===== src/rtl/interlaken_pkg.sv =====
// Shared constants and lock-state type for the Interlaken descrambler.
// The LFSR is 58 bits wide, uses x^58 + x^39 + 1 and advances 64 steps per word.
package interlaken_pkg;

    localparam int LFSR_W   = 58;
    localparam int LFSR_TAP = 38;

    localparam logic [63:0] SYNC_WORD  = 64'h78F678F678F678F6;
    localparam logic [5:0]  SCRAM_TYPE = 6'b001010;

    typedef enum logic [1:0] {
        HUNT   = 2'd0,
        VERIFY = 2'd1,
        LOCKED = 2'd2
    } lock_state_t;

endpackage


===== src/rtl/interlaken_descrambler_lfsr58_adv64.sv =====
// Combinational 64-step advance of the 58-bit scrambler LFSR.
// Keystream bit i (step i) is XORed into data bit 63-i.
module lfsr58_adv64
    import interlaken_pkg::*;
(
    input  logic [LFSR_W-1:0] state,
    input  logic [63:0]       data,
    output logic [LFSR_W-1:0] next_state,
    output logic [63:0]       data_out
);

    logic [LFSR_W-1:0] s;
    logic              k;

    always_comb begin
        s        = state;
        k        = 1'b0;
        data_out = data;
        for (int i = 0; i < 64; i++) begin
            k              = s[LFSR_W-1] ^ s[LFSR_TAP];
            data_out[63-i] = data[63-i] ^ k;
            s              = {s[LFSR_W-2:0], k};
        end
        next_state = s;
    end

endmodule


===== src/rtl/interlaken_descrambler.sv =====
// Interlaken additive descrambler with scrambler-state lock tracking.
// Data words are XORed with the LFSR keystream; sync and state words pass through.
module interlaken_descrambler
    import interlaken_pkg::*;
#(
    parameter int LOCK_MATCHES    = 2,
    parameter int LOSS_MISMATCHES = 3
)
(
    input  logic        clk,
    input  logic        arst_n,
    input  logic        word_locked,
    input  logic        din_valid,
    input  logic        din_ctrl,
    input  logic [63:0] din,
    output logic        dout_valid,
    output logic        dout_ctrl,
    output logic [63:0] dout,
    output logic        scram_locked,
    output logic        state_err
);

    localparam int MW = $clog2(LOCK_MATCHES + 1);
    localparam int LW = $clog2(LOSS_MISMATCHES + 1);
    localparam logic [MW-1:0] MATCH_MAX = MW'(LOCK_MATCHES);
    localparam logic [LW-1:0] LOSS_MAX  = LW'(LOSS_MISMATCHES);

    lock_state_t       state, state_next;
    logic [LFSR_W-1:0] lfsr, adv_in, adv_out;
    logic [63:0]       descrambled;
    logic [MW-1:0]     match_cnt, match_cnt_next;
    logic [LW-1:0]     miss_cnt, miss_cnt_next;
    logic              err_next;
    logic              is_sync, is_state_word, state_evt, state_match;

    assign is_sync       = din_ctrl && (din == SYNC_WORD);
    assign is_state_word = din_ctrl && (din[63:58] == SCRAM_TYPE);
    assign state_evt     = din_valid && word_locked && is_state_word;
    assign state_match   = (din[LFSR_W-1:0] == lfsr);

    // A state word always leaves the LFSR at carried+64: equal to lfsr+64 on a
    // match and the required reload on a mismatch, so one network serves both.
    assign adv_in = state_evt ? din[LFSR_W-1:0] : lfsr;

    lfsr58_adv64 u_adv (
        .state      (adv_in),
        .data       (din),
        .next_state (adv_out),
        .data_out   (descrambled)
    );

    always_comb begin
        state_next     = state;
        match_cnt_next = match_cnt;
        miss_cnt_next  = miss_cnt;
        err_next       = 1'b0;
        if (!word_locked) begin
            state_next     = HUNT;
            match_cnt_next = '0;
            miss_cnt_next  = '0;
        end else if (state_evt) begin
            case (state)
                HUNT: begin
                    state_next     = VERIFY;
                    match_cnt_next = '0;
                    miss_cnt_next  = '0;
                end
                VERIFY: begin
                    if (state_match) begin
                        match_cnt_next = (match_cnt >= MATCH_MAX) ? MATCH_MAX : match_cnt + MW'(1);
                        if (match_cnt_next >= MATCH_MAX) begin
                            state_next    = LOCKED;
                            miss_cnt_next = '0;
                        end
                    end else begin
                        err_next       = 1'b1;
                        match_cnt_next = '0;
                    end
                end
                LOCKED: begin
                    if (state_match) begin
                        miss_cnt_next = '0;
                    end else begin
                        err_next      = 1'b1;
                        miss_cnt_next = (miss_cnt >= LOSS_MAX) ? LOSS_MAX : miss_cnt + LW'(1);
                        if (miss_cnt_next >= LOSS_MAX) begin
                            state_next     = HUNT;
                            match_cnt_next = '0;
                            miss_cnt_next  = '0;
                        end
                    end
                end
                default: begin
                    state_next     = HUNT;
                    match_cnt_next = '0;
                    miss_cnt_next  = '0;
                end
            endcase
        end
    end

    always_ff @(posedge clk or negedge arst_n) begin
        if (!arst_n) begin
            state     <= HUNT;
            lfsr      <= '1;
            match_cnt <= '0;
            miss_cnt  <= '0;
        end else begin
            state     <= state_next;
            match_cnt <= match_cnt_next;
            miss_cnt  <= miss_cnt_next;
            if (din_valid && (state != HUNT || state_evt)) begin
                lfsr <= adv_out;
            end
        end
    end

    always_ff @(posedge clk or negedge arst_n) begin
        if (!arst_n) begin
            dout       <= '0;
            dout_ctrl  <= 1'b0;
            dout_valid <= 1'b0;
            state_err  <= 1'b0;
        end else begin
            dout       <= (is_sync || is_state_word) ? din : descrambled;
            dout_ctrl  <= din_ctrl;
            dout_valid <= din_valid;
            state_err  <= err_next;
        end
    end

    assign scram_locked = (state == LOCKED);

endmodule


===== config.mk =====
export PLATFORM = sky130hd
export DESIGN_NAME = interlaken_descrambler
export DESIGN_NICKNAME = d
export VERILOG_FILES = /design/src/rtl/interlaken_pkg.sv /design/src/rtl/interlaken_descrambler_lfsr58_adv64.sv /design/src/rtl/interlaken_descrambler.sv
export SDC_FILE = /design/constraint.sdc
export NUM_CORES = 1
export LEC_CHECK = 0
export ABC_AREA = 1
export BUFFER_PORTS_ARGS = -buffer_cell sky130_fd_sc_hd__buf_4
export CAP_MARGIN = 20
export CORE_ASPECT_RATIO = 1.2
export CORE_MARGIN = 5
export CORE_UTILIZATION = 42
export CTS_CLUSTER_DIAMETER = 60
export CTS_CLUSTER_SIZE = 25
export DETAILED_ROUTE_END_ITERATION = 10
export PLACE_DENSITY = 0.74
export SETUP_SLACK_MARGIN = 0.05
export SYNTH_ARGS = -nofsm -noshare
export SYNTH_HDL_FRONTEND = slang
export SYNTH_SLANG_ARGS = --single-unit

===== constraint.sdc =====
create_clock -name clk -period 3.2 [get_ports clk]
set_input_delay 0.48 -clock clk [delete_from_list [all_inputs] [get_ports clk]]
set_output_delay 0.48 -clock clk [all_outputs]
set_load 0.05 [all_outputs]

### Word level (Yosys, flattened, before mapping)

Cells that the tools add are included.

| cells by class | value |
|---|---|
| add/subtract/negate cells | 2 |
| magnitude comparators | 4 |
| equality and inequality tests | 10 |
| mux-type cells | 26 |
| bitwise logic cells | 128 |
| reductions and logical operators | 13 |

Operators with widths:

| operator | number |
|---|---|
| XOR 1 bit | 128 |
| equality test 64 x 63 -> 1 bit (second input constant) | 1 |
| 2-to-1 mux 64 bit | 1 |
| equality test 58 bit | 1 |
| 2-to-1 mux 58 bit | 1 |
| 2-to-1 mux 2 bit | 17 |
| != test 3 bit (second input constant) | 3 |
| >= comparator 2 bit (second input constant) | 4 |
| case mux 2 bit (2 select lines) | 2 |
| equality test 6 x 4 -> 1 bit (second input constant) | 1 |
| case mux 2 bit (3 select lines) | 1 |
| AND reduction 3 bit | 2 |
| logical AND 1 bit | 5 |
| AND reduction 5 bit | 1 |
| adder 2 x 1 -> 2 bit (second input constant) | 2 |
| 2-to-1 mux 1 bit | 4 |
| != test 3 x 2 -> 1 bit (second input constant) | 1 |
| equality test 2 x 1 -> 1 bit (second input constant) | 1 |
| equality test 2 bit (second input constant) | 1 |
| zero test 2 bit | 1 |
| logical OR 1 bit | 2 |
| != test 2 x 1 -> 1 bit (second input constant) | 1 |
| nonzero test 2 bit | 1 |
| OR reduction 2 bit | 1 |

| storage, ports and cells | value |
|---|---|
| register bits after elaboration | 131 |
| output and inout bits | 68 |
| logic and storage cells | 191 |

### Longest topological paths before layout

| logic depth | value |
|---|---|
| word-level depth | 8 |
| depth in mapped cells | 16 |
| gate-level depth less buffers | 14 |

### By module

From an unflattened synthesis, not the netlist that was laid out.

| second synthesis, totals | value |
|---|---|
| cell total of the unflattened synthesis | 1326 |
| area, all modules | 8981.1 µm² |

Modules (own cells, without submodules):

| module | times used | cells each | area an instance (µm²) | seq. area each (µm²) |
|---|---|---|---|---|
| interlaken_descrambler | 1 | 916 | 7045.5 | 3350.7 |
| lfsr58_adv64 | 1 | 410 | 1935.6 | 0.0 |

### Least setup slack after synthesis

OpenSTA, ideal clock, no wires.

| timing path | value |
|---|---|
| path kind | input-to-reg |
| from | in din[58] |
| to | reg dout[30] |
| library setup time | 0.122 ns |
| arrival time | 1.745 ns |
| data required time | 3.078 ns |
| slack | 1.332 ns |
| stages on the path | 12 |
| path through | inv_2 nand2_1 nor2_2 nand3b_4 buf_6 clkinv_8 buf_8 nand2_1 o21ai_2 xor2_1 nand2_1 xor2_1 |

| on the way | value |
|---|---|
| word-level cells in the longest chain between the ends | 7 |

Ends and longest elaborated chain:

| item | line | source |
|---|---|---|
| start, declared | interlaken_descrambler.sv:15 | `input logic [63:0] din,` |
| equality test 6 x 4 -> 1 bit | interlaken_descrambler.sv:37 | `assign is_state_word = din_ctrl && (din[63:58] == SCRAM_TYPE);` |
| logical AND 1 bit | interlaken_descrambler.sv:37 |  |
| logical AND 1 bit | interlaken_descrambler.sv:38 | `assign state_evt = din_valid && word_locked && is_state_word;` |
| 2-to-1 mux 58 bit | interlaken_descrambler.sv:43 | `assign adv_in = state_evt ? din[LFSR_W-1:0] : lfsr;` |
| XOR 1 bit | interlaken_descrambler_lfsr58_adv64.sv:20 | `k = s[LFSR_W-1] ^ s[LFSR_TAP];` |
| XOR 1 bit | interlaken_descrambler_lfsr58_adv64.sv:21 | `data_out[63-i] = data[63-i] ^ k;` |
| 2-to-1 mux 64 bit (*) | interlaken_descrambler.sv:125 | `dout <= (is_sync \|\| is_state_word) ? din : descrambled;` |
| end signal, assigned | interlaken_descrambler.sv:125 |  |
| end, declared | interlaken_descrambler.sv:18 | `output logic [63:0] dout,` |

Mark *: on every way between the ends. The rest lies on a longest branch, timed or not.
A chain may end at the register's enable or synchronous reset.

### Worst setup path after layout

| timing path | value |
|---|---|
| from | in din[62] |
| to | reg dout[5] |

| on the way | value |
|---|---|
| word-level cells in the longest chain between the ends | 8 |

Ends and longest elaborated chain:

| item | line |
|---|---|
| equality test 6 x 4 -> 1 bit | interlaken_descrambler.sv:37 |
| logical AND 1 bit | interlaken_descrambler.sv:37 |
| logical AND 1 bit | interlaken_descrambler.sv:38 |
| 2-to-1 mux 58 bit | interlaken_descrambler.sv:43 |
| XOR 1 bit (2 in series) | interlaken_descrambler_lfsr58_adv64.sv:20 |
| XOR 1 bit | interlaken_descrambler_lfsr58_adv64.sv:21 |
| 2-to-1 mux 64 bit (*) | interlaken_descrambler.sv:125 |

Marks and branches as above.

==> results.ini <==
[clock_network]
cts_resized = 0
cts_tree = yes
insertion_delay_ns = 0.43
numCtsBuffers = 17
cts_sinks = 131
h-tree-depth = 4
clock_path_buffers = 2
holdBufCountCts = 0
cts_setup_buffers = 0
clkTransAtPathRegs_ns = 0.06
cts_root_buf = clkbuf_16

[detailed_routing]
viasPerCell = 4.91
vias = 8135
firstDrtPassIters = 5
wirelength_mm = 25.8
wl_per_cell_um = 15.5
drt_iter0_markers = 653
drc = 0
final_antenna_net_count = 0

[sta]
rsz0062_at_grt = false
finalMaxSlewViolations = 0
period_needed_ns = 2.27
timing.fmax_mhz = 440
period_share = 0.710
final-hold-violation-count = 4
tns_ns = 0
slew_headroom = 0.552
fin_worst_skew_ns = 0.00823
tightest_slew_ns = 0.668
whs_ns = -0.00708
setup_viol = 0

[critical_path]
crit_path_end_kind = flip-flop
slowest_delay_ns = 0.57
crit_fanout = 45
ff2ff_setup_slack_ns = 1.01
cp_common_cell = nand2_1
path_class = input pin to flip-flop
cp-startpoint = din[62]
required_ns = 3.53
arrival_ns = 2.60
cp_cell_sequence = buf_4, inv_1, nand2_1, nor2_2, nand3b_4, buf_12, o21ai_1, inv_1, nand2_1, nand2_1, nand2_1, nand2_1, nand3_1, nand2_1
critPathTopFamily = simple AND/OR/NAND/NOR gates
setup.worst_path.start_class = input pin
path_buf_inv = 4
cp_slowest_cell = o21ai_1
rr_startpoint = lfsr[36]$_DFFE_PN1P_

[floorplanning]
die_h_um = 166
pin_count = 137
rows = 57
coreArea_um2 = 20100
die_w_um = 140
initial_core_util = 0.422
die_area_um2 = 23200

[logic_synthesis]
synth_compound_area_frac = 0.0967
synth_top_family_by_area = simple AND/OR/NAND/NOR gates
synthesis.area_um2 = 8500
syn_inst = 1249
ys_warn_count = 0
yosys-top-cells-area = nand2_1 26%, dfrtp_1 21%, dfstp_2 18%
synth_seq_cells = 131
yosys.area_share.xor_xnor = 0.0618
yosysUniqueCellTypes = 30
yosysTopAreaCell = nand2_1
yosysSeqAreaShare = 0.394
synth_area_per_cell_um2 = 6.80
async_flop_share = 1.00
synth_top_cell_area_share = 0.256
syn_nets = 1322
synth_flop_cell = dfrtp_1
synth-adder-area-share = 0.00589
synth_edf_count = 0
yosys.area_share.simple = 0.332
synthMuxAreaShare = 0

[global_routing]
grt-ovfl-total = 0
grt_pass1_vias = 7907
grtUsageTotal = 0.224
grt_max_degree = 69
antenna_found_initial = 0
grt_pass1_wl_mm = 41.0

[placed_design]
dp_hpwl_mm = 20.2
port_buffers = 136
placed_cells = 1625
place_congestion = 0.961

[final_layout]
drive_above_1_share = 0.219
nets = 1453
final_cells = 1658
insertedDiodeCount = 0
final_cell_mix = 580 x nand2_1, 176 x inv_1, 140 x buf_4
layout.cells.most_common = nand2_1
areaGrowthSynthToFinish_pct = 21.6

[hold_path]
min_path_type = input pin to async pin

[status]
violations = hold timing
status = complete, but fails checks

[power_and_ir_drop]
leakage_nw = 5.77
powerDensity_nw_per_um2 = 1160
vdd_drop_max_uv = 584

[flow_run]
maxCapViolations = 0

synthesized netlist by cell type (2+ instances only):
master	number
nand2_1	580
inv_1	176
dfrtp_1	73
o21ai_0	59
dfstp_2	58
nand3_1	51
nor2_1	51
o21ai_2	51
xor2_1	46
buf_2	14
xnor2_1	14
nand4_1	11
inv_2	9
o21ai_1	9
buf_6	8
clkbuf_1	8
nor3_1	5
a31oi_1	4
ha_1	4
nand2_2	4
a21oi_1	2
buf_4	2
nor4_1	2
or2_2	2
report_power, final:
group | switching (mW) | internal, mW
clock network | 0.751 | 1.14
logic | 4.93 | 2.08
registers | 0.371 | 2.71
flip-flops by register name, summed over array words and instances (netlist names):
register	flops
miss_cnt	2
dout	64
lfsr	58
dout_ctrl	1
state_err	1
state	2
match_cnt	2
dout_valid	1
path summary, 6_finish.rpt:
check / cells past startpoint / endpoint
min: 1 / dout[18]$_DFF_PN0_
max: 14 / dout[5]$_DFF_PN0_
min reg2reg: 2 / match_cnt[0]$_DFFE_PN0P_
min in group clk: 1 / dout_valid$_DFF_PN0_
max in group asynchronous: 2 / lfsr[31]$_DFFE_PN1P_
max reg2reg: 14 / state[0]$_DFFE_PN0P_
through the flow:
| step | util | power (mW) | worst slack, ns | instance area [um2] |
|---|---|---|---|---|
| after floorplan | - | 7.94 | 1.33 | 8500 |
| after global routing | 0.514 | 12.8 | 0.807 | 10300 |
| after CTS | 0.513 | 12.0 | 0.893 | 10300 |
| after global placement | 0.485 | 9.93 | 0.487 | 9750 |
| final | 0.514 | 12.0 | 0.928 | 10300 |
| after detailed placement | 0.485 | 10.1 | 0.440 | 9750 |
cell families (layout without fill, tap and decap cells):
logic type,count (synthesis),in the layout
AND/OR/NAND/NOR,710,710
flip-flops,131,131
buffers and inverters,219,363
adder cells (fa/ha/maj),4,4
XOR/XNOR,60,60
AO/OA/AOI/OAI,125,125
layout make-up:
type | instances | area [um2]
Multi-Input combinational cell | 899 | 4220
Inverter | 186 | 711
Timing Repair Buffer | 145 | 1150
Fill cell | 1988 | 9780
Clock inverter | 10 | 82.6
Clock buffer | 22 | 484
Tap cell | 265 | 332
Sequential cell | 131 | 3350
layer usage:
| metal | track usage | up-vias | routed length (um) |
|---|---|---|---|
| met5 | 0 | - | 0 |
| met4 | 0.0927 | 0 | 904 |
| met3 | 0.0429 | 60 | 1530 |
| met2 | 0.382 | 242 | 12700 |
| met1 | 0.277 | 3790 | 10600 |
| li1 | - | 4043 | - |
worst reg2reg max path: stages (launching register included):
cell and delay, ns:
dfstp_2 0.53, inv_1 0.06, nand2_1 0.05, nand2_1 0.05, nor2_1 0.12, nand2_1 0.07, nor2_1 0.23, nand2_1 0.08
nor2_1 0.35, nand3_1 0.13, nand2_1 0.15, inv_1 0.10, nand2_1 0.09, nand2_1 0.05, nand2_1 0.06
Power figures use the tool's default switching activity.
